===== src/rtl/multiplier_iterative.sv =====
`default_nettype none
// ============================================================================
//  Module   : multiplier_iterative
//  Purpose  : Iterative radix-2 shift-add multiplier for RV32IM
//             MUL / MULH / MULHSU / MULHU. One operation in flight,
//             one result every XLEN+2 cycles.
//  Ports    : clk        - core clock, all state on posedge
//             resetn     - synchronous active-low reset
//             rs1, rs2   - operands, sampled only when an operation starts
//             MULop      - operation select, sampled when an operation starts
//             mul_valid  - request, held high until mul_ready is seen
//             rd         - result, valid while mul_ready=1, held otherwise
//             mul_ready  - single-cycle completion pulse
//  Revision : 1.0  initial release
// ============================================================================
module multiplier_iterative #(
    parameter int XLEN         = 32,
    parameter int MUL_OP_WIDTH = 2
) (
    input  logic                    clk,
    input  logic                    resetn,
    input  logic [XLEN-1:0]         rs1,
    input  logic [XLEN-1:0]         rs2,
    input  logic [MUL_OP_WIDTH-1:0] MULop,
    input  logic                    mul_valid,
    output logic [XLEN-1:0]         rd,
    output logic                    mul_ready
);

    localparam int CW = $clog2(XLEN);

    // Operation encodings (funct3[1:0] of the M extension multiply group)
    localparam logic [MUL_OP_WIDTH-1:0] MUL_OP_MUL   = MUL_OP_WIDTH'(0);
    localparam logic [MUL_OP_WIDTH-1:0] MUL_OP_MULH  = MUL_OP_WIDTH'(1);
    localparam logic [MUL_OP_WIDTH-1:0] MUL_OP_MULSU = MUL_OP_WIDTH'(2);
    localparam logic [MUL_OP_WIDTH-1:0] MUL_OP_MULU  = MUL_OP_WIDTH'(3);

    localparam logic [1:0] S_IDLE = 2'd0;
    localparam logic [1:0] S_CALC = 2'd1;
    localparam logic [1:0] S_DONE = 2'd2;

    logic [1:0]        state;
    logic [CW-1:0]     counter;
    logic [2*XLEN-1:0] acc;
    logic [2*XLEN-1:0] mcand;    // shifted left each step, so it always holds mcand << step
    logic [XLEN-1:0]   mplier;
    logic              neg;
    logic              op_hi;    // result comes from the upper half of the product

    logic              sign_a;
    logic              sign_b;
    logic              hi_sel;
    logic [XLEN-1:0]   mag_a;
    logic [XLEN-1:0]   mag_b;
    logic [2*XLEN-1:0] acc_next;
    logic [2*XLEN-1:0] prod;
    logic [XLEN-1:0]   rd_next;

    // Operand signedness and result half per operation; unknown codes act as MUL.
    always_comb begin
        sign_a = rs1[XLEN-1];
        sign_b = rs2[XLEN-1];
        hi_sel = 1'b0;
        case (MULop)
            MUL_OP_MULH: begin
                hi_sel = 1'b1;
            end
            MUL_OP_MULSU: begin
                sign_b = 1'b0;
                hi_sel = 1'b1;
            end
            MUL_OP_MULU: begin
                sign_a = 1'b0;
                sign_b = 1'b0;
                hi_sel = 1'b1;
            end
            default: begin
                hi_sel = 1'b0;
            end
        endcase
    end

    // Magnitudes; the most negative value maps to 2^(XLEN-1) read as unsigned.
    assign mag_a = sign_a ? (~rs1 + XLEN'(1)) : rs1;
    assign mag_b = sign_b ? (~rs2 + XLEN'(1)) : rs2;

    assign acc_next = mplier[0] ? (acc + mcand) : acc;

    // The final sign fix-up is taken from the last step's sum so rd is already
    // registered and stable for the whole cycle mul_ready is high.
    assign prod    = neg ? (~acc_next + (2*XLEN)'(1)) : acc_next;
    assign rd_next = op_hi ? prod[2*XLEN-1:XLEN] : prod[XLEN-1:0];

    always_ff @(posedge clk) begin
        if (!resetn) begin
            state     <= S_IDLE;
            counter   <= '0;
            acc       <= '0;
            mcand     <= '0;
            mplier    <= '0;
            neg       <= 1'b0;
            op_hi     <= 1'b0;
            rd        <= '0;
            mul_ready <= 1'b0;
        end else begin
            case (state)
                S_IDLE: begin
                    mul_ready <= 1'b0;
                    if (mul_valid) begin
                        mcand   <= {{XLEN{1'b0}}, mag_a};
                        mplier  <= mag_b;
                        neg     <= sign_a ^ sign_b;
                        op_hi   <= hi_sel;
                        acc     <= '0;
                        counter <= CW'(XLEN - 1);
                        state   <= S_CALC;
                    end
                end
                S_CALC: begin
                    if (!mul_valid) begin
                        // Aborted by control: drop the operation, keep rd.
                        state <= S_IDLE;
                    end else begin
                        acc     <= acc_next;
                        mcand   <= mcand << 1;
                        mplier  <= mplier >> 1;
                        counter <= counter - CW'(1);
                        if (counter == '0) begin
                            rd        <= rd_next;
                            mul_ready <= 1'b1;
                            state     <= S_DONE;
                        end
                    end
                end
                S_DONE: begin
                    mul_ready <= 1'b0;
                    state     <= S_IDLE;
                end
                default: begin
                    mul_ready <= 1'b0;
                    state     <= S_IDLE;
                end
            endcase
        end
    end

endmodule
`default_nettype wire


===== config.mk =====
export PLATFORM = sky130hd
export DESIGN_NAME = multiplier_iterative
export DESIGN_NICKNAME = d
export VERILOG_FILES = /design/src/rtl/multiplier_iterative.sv
export SDC_FILE = /design/constraint.sdc
export NUM_CORES = 1
export LEC_CHECK = 0
export BUFFER_PORTS_ARGS = -buffer_cell sky130_fd_sc_hd__buf_4
export CAP_MARGIN = 25
export CORE_MARGIN = 3
export CORE_UTILIZATION = 30
export CTS_BUF_LIST = sky130_fd_sc_hd__clkbuf_4 sky130_fd_sc_hd__clkbuf_8 sky130_fd_sc_hd__clkbuf_16
export DETAILED_ROUTE_END_ITERATION = 6
export GPL_TIMING_DRIVEN = 0
export PLACE_DENSITY = 0.57
export SYNTH_ARGS = -nofsm -noshare
export SYNTH_HDL_FRONTEND = slang
export SYNTH_SLANG_ARGS = --single-unit
export TNS_END_PERCENT = 50

===== constraint.sdc =====
create_clock -name clk -period 12.92 [get_ports clk]
set_input_delay 0.646 -clock clk [delete_from_list [all_inputs] [get_ports clk]]
set_output_delay 0.646 -clock clk [all_outputs]
set_load 0.1 [all_outputs]

# Word level (Yosys, flattened, before mapping)
# Cells that the tools add are included.
[totals]
ff_bits = 202
wordCells = 60
[op_classes]
addsub = 5
eq_ne = 7
mux = 24
bitwise = 4
n_reduce_logical = 11
[op_table]
columns = ["cell", "n"]
rows = [
  ["64-bit two-way mux", 6],
  ["64-bit one-hot mux with 2 select lines", 2],
  ["32-bit two-way mux", 5],
  ["32-bit by 1-bit adder with 32-bit output, second input constant", 2],
  ["64-bit by 1-bit adder with 64-bit output, second input constant", 1],
  ["64-bit adder", 1],
  ["32-bit NOT", 2],
  ["64-bit NOT", 1],
  ["32-bit one-hot mux with 2 select lines", 1],
  ["5-bit two-way mux", 2],
  ["5-bit one-hot mux with 2 select lines", 1],
  ["2-bit AND reduction", 4],
  ["2-bit two-way mux", 3],
  ["3-bit AND reduction", 2],
  ["5-bit logical NOT", 1],
  ["5-bit by 1-bit subtractor with 5-bit output, second input constant", 1],
  ["2-bit by 1-bit equality test with 1-bit output, second input constant", 2],
  ["2-bit equality test, second input constant", 2],
  ["2-bit != test, second input constant", 2],
  ["2-bit one-hot mux with 2 select lines", 1],
  ["1-bit two-way mux", 3],
  ["3-bit != test, second input constant", 1],
  ["3-bit OR reduction", 1],
  ["2-bit logical NOT", 1],
  ["3 further kinds", 3],
]

# Depth between registers and ports, before layout
[logic_depth]
depth_word = 6
depth_mapped = 17
depth_no_buf = 15

# Worst setup path before layout
# Ideal clock, no wire load.
[synth_path]
path_type = "register to register"
from = "register acc[0]"
to = "register rd[31]"
setup_ps = 122
arrival_ps = 4121
setup_slack_ps = 8677
path_stages_with_launch = 17
n_path_buf = 1
synth_period_minus_slack_ps = 4243
cell_sequence = "dfxtp_1 > ha_1 > inv_1 > fa_1 > and2b_4 > o31ai_1 > a211oi_1 > o2111a_1 > or4_1 > a31oi_1 > and2b_1 > nand4_2 > or3_1 > clkbuf_2 > nand4b_1 > or3_1 > o311a_1"
[synth_via]
elab_chain_len = 6
[synth_lines]
columns = ["item", "line", "text"]
rows = [
  ["from (decl)", "44", "logic [2*XLEN-1:0] acc;"],
  ["from (signal assigned)", "124", "acc <= acc_next;"],
  ["64-bit adder", "87", "assign acc_next = mplier[0] ? (acc + mcand) : acc;"],
  ["64-bit two-way mux (*)", "87", ""],
  ["64-bit NOT", "91", "assign prod = neg ? (~acc_next + (2*XLEN)'(1)) : acc_next;"],
  ["64-bit by 1-bit adder with 64-bit output", "91", ""],
  ["64-bit two-way mux (*)", "91", ""],
  ["32-bit two-way mux (*)", "92", "assign rd_next = op_hi ? prod[2*XLEN-1:XLEN] : prod[XLEN-1:0];"],
  ["to (signal assigned)", "129", "rd <= rd_next;"],
  ["to (decl)", "26", "output logic [XLEN-1:0] rd,"],
]
# Every way passes the cells marked *; elsewhere a longest branch is shown, timed or not.
# A chain may end at the register's enable or synchronous reset.

# Final worst setup path
[layout_path]
from = "register mplier[0]"
to = "register rd[30]"
[layout_via]
elab_chain_len = 5
[layout_lines]
columns = ["item", "line", "text"]
rows = [
  ["from (decl)", "46", "logic [XLEN-1:0] mplier;"],
  ["from (signal assigned)", "111", "mplier <= mag_b;"],
  ["from (signal assigned)", "126", "mplier <= mplier >> 1;"],
  ["64-bit two-way mux (*)", "87", ""],
  ["64-bit NOT", "91", ""],
  ["64-bit by 1-bit adder with 64-bit output", "91", ""],
  ["64-bit two-way mux (*)", "91", ""],
  ["32-bit two-way mux (*)", "92", ""],
]
# Marked as above.

==> flow_summary.ini <==
[final_layout]
drive_gt1_share_pct = 8.87
syn2layout_area_growth_pct = 16.0
n_antenna_cell = 0
final_net_count = 2702
nFillCells = 6135

[sta]
skew_ns = 0.0256
fin_crit_sh_pct = 46.7
slew_violations = 0
worstMarginPinSlew_ns = 1.14
rsz0062_at_grt = no
layout_setup_ws_ns = 6.89
finalHoldViolations = 0
setup_violations = 0
slew-limit-headroom_pct = 23.4
clock.fmax_mhz = 166
finalCriticalPeriod_ns = 6.03
setup_tns_ns = 0

[floorplan]
ios = 102
die_area_um2 = 60200
rows = 87
die_h_um = 245
start_util_pct = 30.4
die_w_um = 245
core_um2 = 56600

[cts]
cts_setup_buffers = 0
cts_resized = 0
insertion_delay_ns = 0.59
clockBufferDepth = 3
hold_buffers = 0
cts.sinks = 202
htreeDepth = 1
clkTransAtPathRegs_ns = 0.06
cts_tree = yes
numCtsBuffers = 27
clockRootBuffer = clkbuf_16

[synthesis]
synthFlopType = dfxtp_1
ys_seq_elements = 202
syn_nets = 2564
synth-edff-count = 0
ys_types = 92
synthesis.area_um2 = 17200
syn_inst = 2426
synth_top_cell_area_share_pct = 23.5
synth_commonest_cells = nor2_1 (308), a21oi_1 (289), dfxtp_1 (202)
synthArstFlopShare_pct = 0
yosysSeqAreaShare_pct = 23.5
yosysWarningCount = 0
netlist.top_cell.by_area = dfxtp_1
synth_area_per_cell_um2 = 7.09
synth_area_leaders = dfxtp_1 (24%), a21oi_1 (8.4%), nor2_1 (6.7%)
yosysMostFrequentCell = nor2_1

[route]
drc = 0
vias = 20000
wl_um = 80600
drt_iter0_drc = 1864
ant_nets = 0
viasPerCell = 5.98
wire_per_inst_um = 24.1
dr.pass1.iters = 6

[critical_path]
path_cells = buf_2 > buf_2 > buf_2 > buf_2 > clkbuf_1 > buf_2 > buf_2 > buf_1 > buf_1 > clkbuf_1 > a21oi_1 > xor2_1 > o211ai_1 > o2bb2ai_1
crit_fanout = 10
reg2reg_depth = 14
crit_type = register to register
max_stage_delay_ns = 0.69
cp-start-kind = register
cp.arrival_ns = 6.50
endpoint_kind = register
crit_family = buffers and inverters
slowest_stage = buf_1
r2r-start = mplier[0]
path_buf_inv = 10
r2r_slack_ns = 6.89
crit_top_cell = buf_2
critical_path_required_ns = 13.38
rr_endpoint = rd[30]

[global_routing]
first_global_vias = 18900
grt_usage_pct = 25.7
overflow = 0
grt_max_degree = 15
grt_pass1_wl_um = 119000
antenna_found_initial = 0

[power]
ir_drop_mv = 0.0971
p_leak_nw = 7.36
power_density_nw_per_um2 = 95.4

[placement]
pre_cts_slack_ns = 7.16
detailed_place_hpwl_um = 64500
gp_congestion = 1.02
portBuffers = 101

[hold_path]
hp-start = rs2[31]
hold_path_class = input pin to register
worstHoldEndpoint = mplier[31]
whs_path_depth = 3

[outcome]
status = finished, final reports clean

[job]
cap_violations = 0
==> through the flow <==
| step | cell area [um2] | instances | total power [W] | hold slack [ns] | util [%] |
|---|---|---|---|---|---|
| after global placement | 18900 | 3283 | 0.00107 | 0.449 | 33.4 |
| after global routing | 19900 | 3339 | 0.00197 | 0.388 | 35.2 |
| final | 19900 | 3339 | 0.00190 | 0.387 | 35.2 |
| after floorplan | 17200 | 2426 | 0.000928 | 0.436 | - |
| after CTS | 19900 | 3337 | 0.00190 | 0.367 | 35.2 |
| after detailed placement | 19000 | 3289 | 0.00108 | 0.455 | 33.5 |
==> kinds of logic (layout without fill, tap and decap cells) <==
logic type      after synthesis  in the layout  synth area share (%)
compound gates              865            865                  33.4
xor+xnor                    106            106                  5.40
mux                          40             40                  2.41
fa+ha+maj                    69             69                  5.06
buf+inv                     276            433                  6.23
flops                       202            202                  23.5
simple gates                868            868                  24.0
==> worst reg2reg max path: stages (launching register included) <==
cell	delay (ns)
dfxtp_1	0.39
buf_2	0.27
buf_2	0.29
buf_2	0.35
buf_2	0.34
clkbuf_1	0.53
buf_2	0.47
buf_2	0.37
buf_1	0.69
buf_1	0.56
clkbuf_1	0.66
a21oi_1	0.28
xor2_1	0.39
o211ai_1	0.17
o2bb2ai_1	0.18
==> state kept, by name, indices dropped and copies added, names as in the netlist <==
register	cells
op_hi	1
mul_ready	1
rd	32
mplier	32
acc	64
state	2
mcand	64
counter	5
neg	1
==> where the power goes <==
group	internal [W]	switching (W)	leakage (nW)	total, W
clock	0.000503	0.000321	0.479	0.000823
sequential	0.000644	0.0000207	1.64	0.000664
combinational	0.000130	0.000284	5.23	0.000415
total	0.00128	0.000626	7.36	0.00190
==> per-layer routing <==
layer | vias up | part of all wire, % | wire length [um] | global-route usage [%]
met3 | 167 | 7.8 | 6270 | 3.91
met2 | 921 | 44 | 35700 | 41.5
met1 | 9594 | 43 | 35000 | 34.3
met5 | - | 0 | 0 | 0
met4 | 0 | 4.5 | 3600 | 10.1
li1 | 9286 | - | - | -
==> worst max-delay path by stage <==
stage	from	end	cells past startpoint
6_report	mplier[0]	rd[30]	14
5_1_grt	mcand[14]	rd[30]	14
4_1_cts	mplier[0]	rd[30]	14
3_5_place_dp	mplier[0]	rd[30]	14
3_3_place_gp	mplier[0]	rd[30]	14
2_1_floorplan	acc[0]	rd[31]	16
==> placed cells by master (no fill, tap or decap), drive strengths merged, types with 24 or more instances in the layout <==
cell type / Yosys / layout
a211oi: 35 / 35
a21o: 49 / 49
a21oi: 292 / 292
a221oi: 73 / 73
a22oi: 46 / 46
a31oi: 29 / 29
buf: 31 / 140
clkbuf: 146 / 182
dfxtp: 202 / 202
ha: 68 / 68
inv: 99 / 101
mux2i: 29 / 29
nand2: 195 / 195
nand3: 75 / 75
nand4: 52 / 52
nor2: 308 / 308
nor3: 60 / 60
nor4: 24 / 24
o211ai: 24 / 24
o21ai: 144 / 144
or3: 30 / 30
xnor2: 61 / 61
xor2: 45 / 45
==> final cells by class <==
cell class / instances / area, um2 / share of cell area [%]
clock buffers: 36 / 774 / 3.88
plain buffers: 177 / 699 / 3.51
well taps: 756 / 946 / 4.74
flip-flops and latches: 202 / 4040 / 20.3
clock inverters: 12 / 188 / 0.941
repair buffers: 109 / 838 / 4.20
inverters: 99 / 372 / 1.86
multi-input cells: 1948 / 12100 / 60.6
No activity file was read; power rests on OpenSTA's default activity.
